$ cat src/rtl/pooled_feature_collector_pkg.sv
// Shared types and constants for the pooled feature collector.
// The PFC_ARGMAX_EN build option is handled in the top module.
package pfc_pkg;

    typedef enum logic [1:0] {
        ST_IDLE    = 2'd0,
        ST_COLLECT = 2'd1,
        ST_DRAIN   = 2'd2
    } pfc_state_t;

    // Only bit w-1 is set; the caller truncates the result to w bits.
    function automatic logic [63:0] pfc_most_neg(input int unsigned w);
        logic [63:0] r;
        r        = '0;
        r[w-1]   = 1'b1;
        return r;
    endfunction

endpackage

$ cat src/rtl/pooled_feature_collector_vec_ram.sv
// Feature vector storage: one synchronous write port and one asynchronous read port.
// The data array has no reset.
module pfc_vec_ram #(
    parameter int W      = 20,
    parameter int NUM_CH = 64,
    localparam int AW    = $clog2(NUM_CH)
) (
    input  logic          clk,
    input  logic          we_i,
    input  logic [AW-1:0] waddr_i,
    input  logic [W-1:0]  wdata_i,
    input  logic [AW-1:0] raddr_i,
    output logic [W-1:0]  rdata_o
);

    logic [W-1:0] mem_q [NUM_CH];

    always_ff @(posedge clk) begin
        if (we_i) begin
            mem_q[waddr_i] <= wdata_i;
        end
    end

    assign rdata_o = mem_q[raddr_i];

endmodule

$ cat src/rtl/pooled_feature_collector.sv
// Captures NUM_CH pooled channel results into a vector, then streams the vector out.
// Define PFC_ARGMAX_EN to add the max_idx/max_val tracker.
module pooled_feature_collector
    import pfc_pkg::*;
#(
    parameter int IL      = 4,
    parameter int FL      = 16,
    parameter int NUM_CH  = 64,
    localparam int W      = IL + FL,
    localparam int AW     = $clog2(NUM_CH)
) (
    input  logic          clk,
    input  logic          rstn,
    input  logic          en,
    input  logic          start,
    input  logic          done_in,
    input  logic [W-1:0]  data_in,
    output logic [W-1:0]  out_data,
    output logic          out_valid,
    input  logic          out_ready,
    output logic          out_last,
    output logic          busy,
    output logic          err
`ifdef PFC_ARGMAX_EN
    ,
    output logic [AW-1:0] max_idx,
    output logic [W-1:0]  max_val
`endif
);

    localparam logic [AW-1:0] LAST_IDX = AW'(NUM_CH - 1);
    localparam logic [W-1:0]  MOST_NEG = W'(pfc_most_neg(W));

    pfc_state_t    state_q, state_d;
    logic [AW-1:0] wr_ptr_q, wr_ptr_d;
    logic [AW-1:0] rd_ptr_q, rd_ptr_d;
    logic          cap_pend_q, cap_pend_d;
    logic          err_q, err_d;
    logic          out_valid_q, out_valid_d;
    logic          out_last_q, out_last_d;
    logic [W-1:0]  out_data_q, out_data_d;

    logic          mem_we;
    logic [AW-1:0] rd_addr;
    logic [W-1:0]  rd_data;

    // Read port looks one entry ahead so out_data can be registered on each transfer.
    always_comb begin
        rd_addr = '0;
        if (state_q == ST_DRAIN && rd_ptr_q != LAST_IDX) begin
            rd_addr = rd_ptr_q + AW'(1);
        end
    end

    pfc_vec_ram #(
        .W      (W),
        .NUM_CH (NUM_CH)
    ) u_vec_ram (
        .clk     (clk),
        .we_i    (mem_we),
        .waddr_i (wr_ptr_q),
        .wdata_i (data_in),
        .raddr_i (rd_addr),
        .rdata_o (rd_data)
    );

    always_comb begin
        state_d     = state_q;
        wr_ptr_d    = wr_ptr_q;
        rd_ptr_d    = rd_ptr_q;
        cap_pend_d  = cap_pend_q;
        err_d       = err_q;
        out_valid_d = out_valid_q;
        out_last_d  = out_last_q;
        out_data_d  = out_data_q;
        mem_we      = 1'b0;

        if (en) begin
            if (start) begin
                state_d     = ST_COLLECT;
                wr_ptr_d    = '0;
                rd_ptr_d    = '0;
                cap_pend_d  = 1'b0;
                err_d       = 1'b0;
                out_valid_d = 1'b0;
                out_last_d  = 1'b0;
                out_data_d  = '0;
            end else begin
                case (state_q)
                    ST_COLLECT: begin
                        cap_pend_d = done_in;
                        if (cap_pend_q) begin
                            mem_we = 1'b1;
                            if (wr_ptr_q == LAST_IDX) begin
                                // A strobe alongside the final write has no slot left.
                                state_d     = ST_DRAIN;
                                wr_ptr_d    = '0;
                                rd_ptr_d    = '0;
                                cap_pend_d  = 1'b0;
                                err_d       = err_q | done_in;
                                out_valid_d = 1'b1;
                                out_last_d  = 1'b0;
                                out_data_d  = rd_data;
                            end else begin
                                wr_ptr_d = wr_ptr_q + AW'(1);
                            end
                        end
                    end
                    ST_DRAIN: begin
                        cap_pend_d = 1'b0;
                        if (done_in) begin
                            err_d = 1'b1;
                        end
                        if (out_ready) begin
                            if (out_last_q) begin
                                state_d     = ST_IDLE;
                                out_valid_d = 1'b0;
                                out_last_d  = 1'b0;
                            end else begin
                                rd_ptr_d   = rd_ptr_q + AW'(1);
                                out_data_d = rd_data;
                                out_last_d = (rd_ptr_q + AW'(1)) == LAST_IDX;
                            end
                        end
                    end
                    default: begin
                        cap_pend_d = 1'b0;
                    end
                endcase
            end
        end
    end

    always_ff @(posedge clk or negedge rstn) begin
        if (!rstn) begin
            state_q     <= ST_IDLE;
            wr_ptr_q    <= '0;
            rd_ptr_q    <= '0;
            cap_pend_q  <= 1'b0;
            err_q       <= 1'b0;
            out_valid_q <= 1'b0;
            out_last_q  <= 1'b0;
            out_data_q  <= '0;
        end else begin
            state_q     <= state_d;
            wr_ptr_q    <= wr_ptr_d;
            rd_ptr_q    <= rd_ptr_d;
            cap_pend_q  <= cap_pend_d;
            err_q       <= err_d;
            out_valid_q <= out_valid_d;
            out_last_q  <= out_last_d;
            out_data_q  <= out_data_d;
        end
    end

    assign out_data  = out_data_q;
    assign out_valid = out_valid_q;
    assign out_last  = out_last_q;
    assign err       = err_q;
    assign busy      = (state_q != ST_IDLE);

`ifdef PFC_ARGMAX_EN
    logic [AW-1:0] max_idx_q, max_idx_d;
    logic [W-1:0]  max_val_q, max_val_d;

    // Strict greater-than keeps the lowest index on ties.
    always_comb begin
        max_idx_d = max_idx_q;
        max_val_d = max_val_q;
        if (en) begin
            if (start) begin
                max_idx_d = '0;
                max_val_d = MOST_NEG;
            end else if (mem_we && ($signed(data_in) > $signed(max_val_q))) begin
                max_idx_d = wr_ptr_q;
                max_val_d = data_in;
            end
        end
    end

    always_ff @(posedge clk or negedge rstn) begin
        if (!rstn) begin
            max_idx_q <= '0;
            max_val_q <= MOST_NEG;
        end else begin
            max_idx_q <= max_idx_d;
            max_val_q <= max_val_d;
        end
    end

    assign max_idx = max_idx_q;
    assign max_val = max_val_q;
`endif

endmodule

$ cat config.mk
export PLATFORM = sky130hd
export DESIGN_NAME = pooled_feature_collector
export DESIGN_NICKNAME = d
export VERILOG_FILES = /design/src/rtl/pooled_feature_collector_pkg.sv /design/src/rtl/pooled_feature_collector_vec_ram.sv /design/src/rtl/pooled_feature_collector.sv
export SDC_FILE = /design/constraint.sdc
export NUM_CORES = 2
export LEC_CHECK = 0
export CORE_ASPECT_RATIO = 1.75
export CORE_MARGIN = 2
export CORE_UTILIZATION = 60
export CTS_BUF_LIST = sky130_fd_sc_hd__clkbuf_4 sky130_fd_sc_hd__clkbuf_8 sky130_fd_sc_hd__clkbuf_16
export CTS_CLUSTER_SIZE = 12
export DETAILED_ROUTE_END_ITERATION = 7
export MAX_ROUTING_LAYER = met4
export PLACE_DENSITY_LB_ADDON = 0.1
export SYNTH_ARGS = -nofsm -noshare
export SYNTH_HDL_FRONTEND = slang
export SYNTH_HIERARCHICAL = 1
export SYNTH_SLANG_ARGS = --single-unit
$ cat constraint.sdc
create_clock -name clk -period 8.5 [get_ports clk]
set_input_delay 1.7 -clock clk [delete_from_list [all_inputs] [get_ports clk]]
set_output_delay 1.7 -clock clk [all_outputs]
set_load 0.01 [all_outputs]
**Word level (Yosys, flattened, before mapping)**

Memory sizes are Yosys's and may differ from the RTL's.
Index checks and enable logic that the tools add are counted.

- Add/subtract/negate cells: 2
- Equality and inequality tests: 11
- Multiplexer cells: 50
- Bitwise gates (word level): 1
- Reduce and logical (&&, ||, !) cells: 10

Operator list:

| operator | number |
|---|---|
| $mux W20 | 5 |
| $mux W6 | 10 |
| $pmux W20 S2 | 1 |
| $mux W1 | 24 |
| $ne A3 B3 Y1 const B | 6 |
| $add A6 B1 Y6 const B | 2 |
| $eq A6 B6 Y1 const B | 2 |
| $pmux W6 S2 | 1 |
| $reduce_and A6 Y1 | 2 |
| $mux W2 | 5 |
| $reduce_and A5 Y1 | 2 |
| $ne A6 B6 Y1 const B | 1 |
| $pmux W1 S2 | 3 |
| $reduce_bool A2 Y1 | 3 |
| $pmux W2 S2 | 1 |
| $reduce_and A3 Y1 | 1 |
| $reduce_bool A3 Y1 | 1 |
| $eq A2 B1 Y1 const B | 1 |
| $eq A2 B2 Y1 const B | 1 |
| $logic_and A1 B1 Y1 | 1 |
| $or A1 B1 Y1 | 1 |

- Register bits: 38
- RAM bits: 1280
- Input port bits: 26
- Output and inout port bits: 24
- Logic and storage cells: 83
- Memories kept: 1

Memories:

| name | depth | bits a word | read ports | clocked after Yosys merged registers in | wr ports | line | text |
|---|---|---|---|---|---|---|---|
| u_vec_ram.mem_q | 64 | 20 | 1 | 0 | 1 | pooled_feature_collector_vec_ram.sv:16 | `logic [W-1:0] mem_q [NUM_CH];` |

**Depth between registers and ports, before layout**

An unclocked memory read counts as a cell.

- Word-level depth: 8
- Mapped depth: 15
- Depth with buffers taken out: 10

**By module**

Netlist, hierarchy kept.

Modules (own cells, without submodules):

| module | instances | cells each | area each (um^2) | sequential area each (um^2) |
|---|---|---|---|---|
| pfc_vec_ram | 1 | 2223 | 49094.6 | 38436.9 |
| pooled_feature_collector | 1 | 166 | 1741.7 | 925.9 |

**Worst setup path after synthesis**

OpenSTA, ideal clock, no wires.

- Path type: in2reg
- Start point: in start
- End point: mem u_vec_ram.mem_q[48][0] (enable)
- Arrival: 4.084 ns
- Data required time: 8.078 ns
- Path slack: 3.993 ns
- Stages: 6
- Cells stage by stage: clkbuf_1 -> nor3b_1 -> nand3_1 -> inv_1 -> nand4b_1 -> nor3_1

- Word-level cells in the longest chain between the ends: 4

RTL lines:

| element | line | text |
|---|---|---|
| from (decl) | pooled_feature_collector.sv:15 | `input logic start,` |
| $mux W1 | pooled_feature_collector.sv:79 | `if (start) begin` |
| $mux W1 | pooled_feature_collector.sv:78 | `if (en) begin` |
| via mem_we | pooled_feature_collector.sv:43 | `logic mem_we;` |
| $mux W1 | pooled_feature_collector_vec_ram.sv:19 | `if (we_i) begin` |
| $mux W1 (implied by the code) | pooled_feature_collector_vec_ram.sv:20 | `mem_q[waddr_i] <= wdata_i;` |
| to (decl) | pooled_feature_collector_vec_ram.sv:16 |  |

The timed path passes the listed nets, and every way through them passes these cells.

**Final worst setup path**

- Start point: in start
- End point: mem u_vec_ram.mem_q[62][5] (enable)

The elaborated chain is that of the path after synthesis.

==> run_results.csv <==
group,metric,value,unit
run_status,outcome,"complete, no violations",
sta,min_period_over_period,61.0,%
synthesis,yosys_warnings,6,
synthesis,synth_top_family_by_area,"multiplexers",
global_routing,grt-ovfl-total,0,
global_routing,antenna_found_initial,1,
floorplan,num_io_pins,50,
route,wl_per_cell,34.3,µm
setup_path,r2r-start,"rd_ptr_q[0]",
cts,htree_levels,4,
sta,slew_headroom,14.9,%
place,dp_cells,3417,
final_layout,n_fill_cell,5256,
final_layout,layout-drive-gt1-share,23.2,%
synthesis,synth_nets,2418,
final_layout,nets,2506,
setup_path,path_max_fanout,20,
synthesis,netlist_instances,2389,
global_routing,grt_max_degree,121,
sta,tns,0,ns
synthesis,synth-seq-area-share,77.4,%
synthesis,synthSimpleGateAreaFrac,1.81,%
cts,numCtsBuffers,130,
sta,worst_pin_slew,1.28,ns
synthesis,yosysUniqueCellTypes,50,
cts,post_cts_buffers,0,
sta,fin_hold_ws,0.505,ns
setup_path,path_class,"primary input to flop",
power_and_ir_drop,power_density,238,mW/mm²
setup_path,slowest_delay,1.28,ns
final_layout,layout_commonest_cell,"edfxtp_1",
global_routing,grt_pass1_wl,176000,µm
synthesis,muxShareOfSynthArea,15.5,%
synthesis,synth_area,0.0508,mm²
place,dpl.hpwl,72800,µm
setup_path,rr_worst_depth,11,
sta,rsz0062_at_grt,"false",
floorplan,initial_core_util,60.4,%
floorplan,core,0.0842,mm²
floorplan,die_area,0.0872,mm²
route,wl,123000,µm
place,place.port_buffers,49,
final_layout,diodes,0,
route,drtAntennaViolNets,0,
hold_path,holdCritPathClass,"flop to flop",
synthesis,syn_avg_cell_area,21.3,µm²
sta,timing.fmax,0.193,GHz
setup_path,cp_data_required_time,8.83,ns
synthesis,ys.flop_type,"edfxtp_1",
setup_path,rrSetupSlack,3.52,ns
setup_path,startpoint_type,"primary input",
route,vias_per_cell,6.81,
final_layout,area_growth,10.7,%
cts,clockRootBuffer,"clkbuf_16",
sta,slew_violations,0,
global_routing,grt_pass1_vias,24900,
synthesis,synthArstFlopShare,2.81,%
final_layout,final_cell_mix,"1280 x edfxtp_1, 264 x mux4_2, 184 x mux2i_1",
cts,clock_latency,0.74,ns
cts,ctsHoldBuffers,0,
synthesis,ys_seq_elements,1317,
cts,path_clk_slew,0.06,ns
final_layout,seq_area,0.0394,mm²
synthesis,synth_edf_count,1280,
cts,clock_sinks,1317,
hold_path,hold_end,"out_data[13]",
cts,clockBufferDepth,3,
setup_path,crit_chain,"clkdlybuf4s50_1 > nor3b_1 > nand3_1 > inv_1 > nor2b_1 > nand3_1 > nor2_2",
final_layout,final_cells,3597,
route,vias,24500,
sta,setup_viol,0,
synthesis,synth_compound_area_share,3.72,%
power_and_ir_drop,worst_ir_drop_vdd,0.000148,V
floorplan,die_height,389,µm
sta,skew,0.0225,ns
cts,cts_tree,"built",
hold_path,min-delay-start,"out_data[13]",
final_layout,post-route-util,66.9,%
sta,finalHoldViolCount,0,
power_and_ir_drop,finalPower,13.4,mW
synthesis,synth-adder-area-share,0.0738,%
synthesis,synth-xor-area-share,0.0517,%
final_layout,multi_input_area,0.0109,mm²
route,drtIter0Drc,3039,
flow_run,maxCapViolCount,0,
hold_path,min_path_cells,1,
route,drt_pass1_iterations,5,
route,drcViolationCount,0,
global_routing,grtUsageTotal,29.9,%
sta,final.min_clock_period,5.18,ns
setup_path,rr_endpoint,"out_data[18]",
place,place_congestion,0.918,
floorplan,die_w,224,µm
cts,post_cts_resized,0,
setup_path,cp_slowest_cell,"nor2_2",
floorplan,rows,141,
power_and_ir_drop,p_leak,17.1,nW
setup_path,cp-end-kind,"flop",
setup_path,cp_data_arrival_time,5.52,ns
setup_path,crit_top_cell,"nand3_1",
[synth_stat cells (2+ instances only)]
master    count  area share [%]
xor2_1        2           0.034
and2_1        2           0.025
a22oi_1      64            0.95
a31o_2        2           0.034
a311oi_1      2           0.034
inv_1         7           0.052
buf_4        24            0.35
dfrtp_1      37             1.8
nor3b_1       3           0.044
a31oi_1      32            0.39
o211ai_1      2           0.030
edfxtp_1   1280              76
nor2b_1       8           0.098
buf_1         2           0.015
nand2_1      33            0.24
nor3_1        7           0.069
nand2b_1     10            0.12
a211oi_1      2           0.030
a22o_1       22            0.38
a21oi_1      11            0.11
nand4_1       4           0.049
mux4_2      264              12
mux2i_1     184             3.6
o31ai_1      16            0.24
buf_2        48            0.47
a21o_1       19            0.28
nand3_1      12            0.12
or3b_2        2           0.034
o21ai_0      42            0.41
clkbuf_1     51            0.38
buf_6         9            0.20
ha_1          3           0.074
and3_1       17            0.21
or2_2         4           0.049
o22ai_1      54            0.66
nor2_1       83            0.61
o22a_1        2           0.034
or3_1         2           0.025
a211o_1       2           0.034
nand3b_1      4           0.059
mux2_2        6            0.13
[final cells by class]
class                           count  area share, %
Clock buffer                      171           6.74
Multi-Input combinational cell    931           19.4
Sequential cell                  1317           70.0
Timing Repair Buffer               90           1.35
Tap cell                         1072           2.38
Inverter                            7         0.0467
Clock inverter                      9         0.0823
[cells by family after synthesis]
family	count (synthesis)
and+or+nand+nor	194
xor gates and xnor gates	3
AOI/OAI and AO/OA	277
DFF	1317
adders and majority gates	3
buffers and inverters	141
muxes	454
[worst max path at each step]
stage | start | end | slack [ns] | cells after the start
floorplan | start | u_vec_ram/mem_q[48][0] | 3.99 | 6
detailed placement | start | u_vec_ram/mem_q[62][8] | 2.67 | 7
finish | start | u_vec_ram/mem_q[62][5] | 3.32 | 7
global placement | start | u_vec_ram/mem_q[30][11] | 2.81 | 7
CTS | start | u_vec_ram/mem_q[62][5] | 3.45 | 7
global route | rd_ptr_q[0] | out_data[18] | 3.18 | 11
[critical path, delay by kind of cell]
family / cells / cell delay [ns]
buf+inv: 2 / 0.86
simple gates: 5 / 2.93
[metal layers]
| layer | share of wire [%] | track usage [%] |
|---|---|---|
| met5 | 0 | - |
| met4 | 5.2 | 13.8 |
| met3 | 7.0 | 5.34 |
| met2 | 52 | 49.6 |
| met1 | 36 | 36.0 |
[sequential cells by signal (all words and copies together), names as in the netlist]
register	cells
out_data	20
cap_pend_q	1
state_q	2
u_vec_ram/mem_q	1280
err	1
wr_ptr_q	6
rd_ptr_q	6
out_last	1
[report_power, final]
part	leakage, nW	internal (mW)	switching, mW	total [mW]
logic	3.15	0.372	0.516	0.888
clock network	1.92	3.09	2.25	5.33
registers	12.0	7.15	0.0389	7.19
total	17.1	10.6	2.80	13.4
[metrics by stage]
stage | setup WS (ns) | area [µm²]
2_1_floorplan | 3.99 | 50800
3_3_place_gp | 2.81 | 52400
3_5_place_dp | 2.67 | 52400
4_1_cts | 3.45 | 56300
5_1_grt | 3.18 | 56300
6_report | 3.32 | 56300
Power figures use the tool's default switching activity.
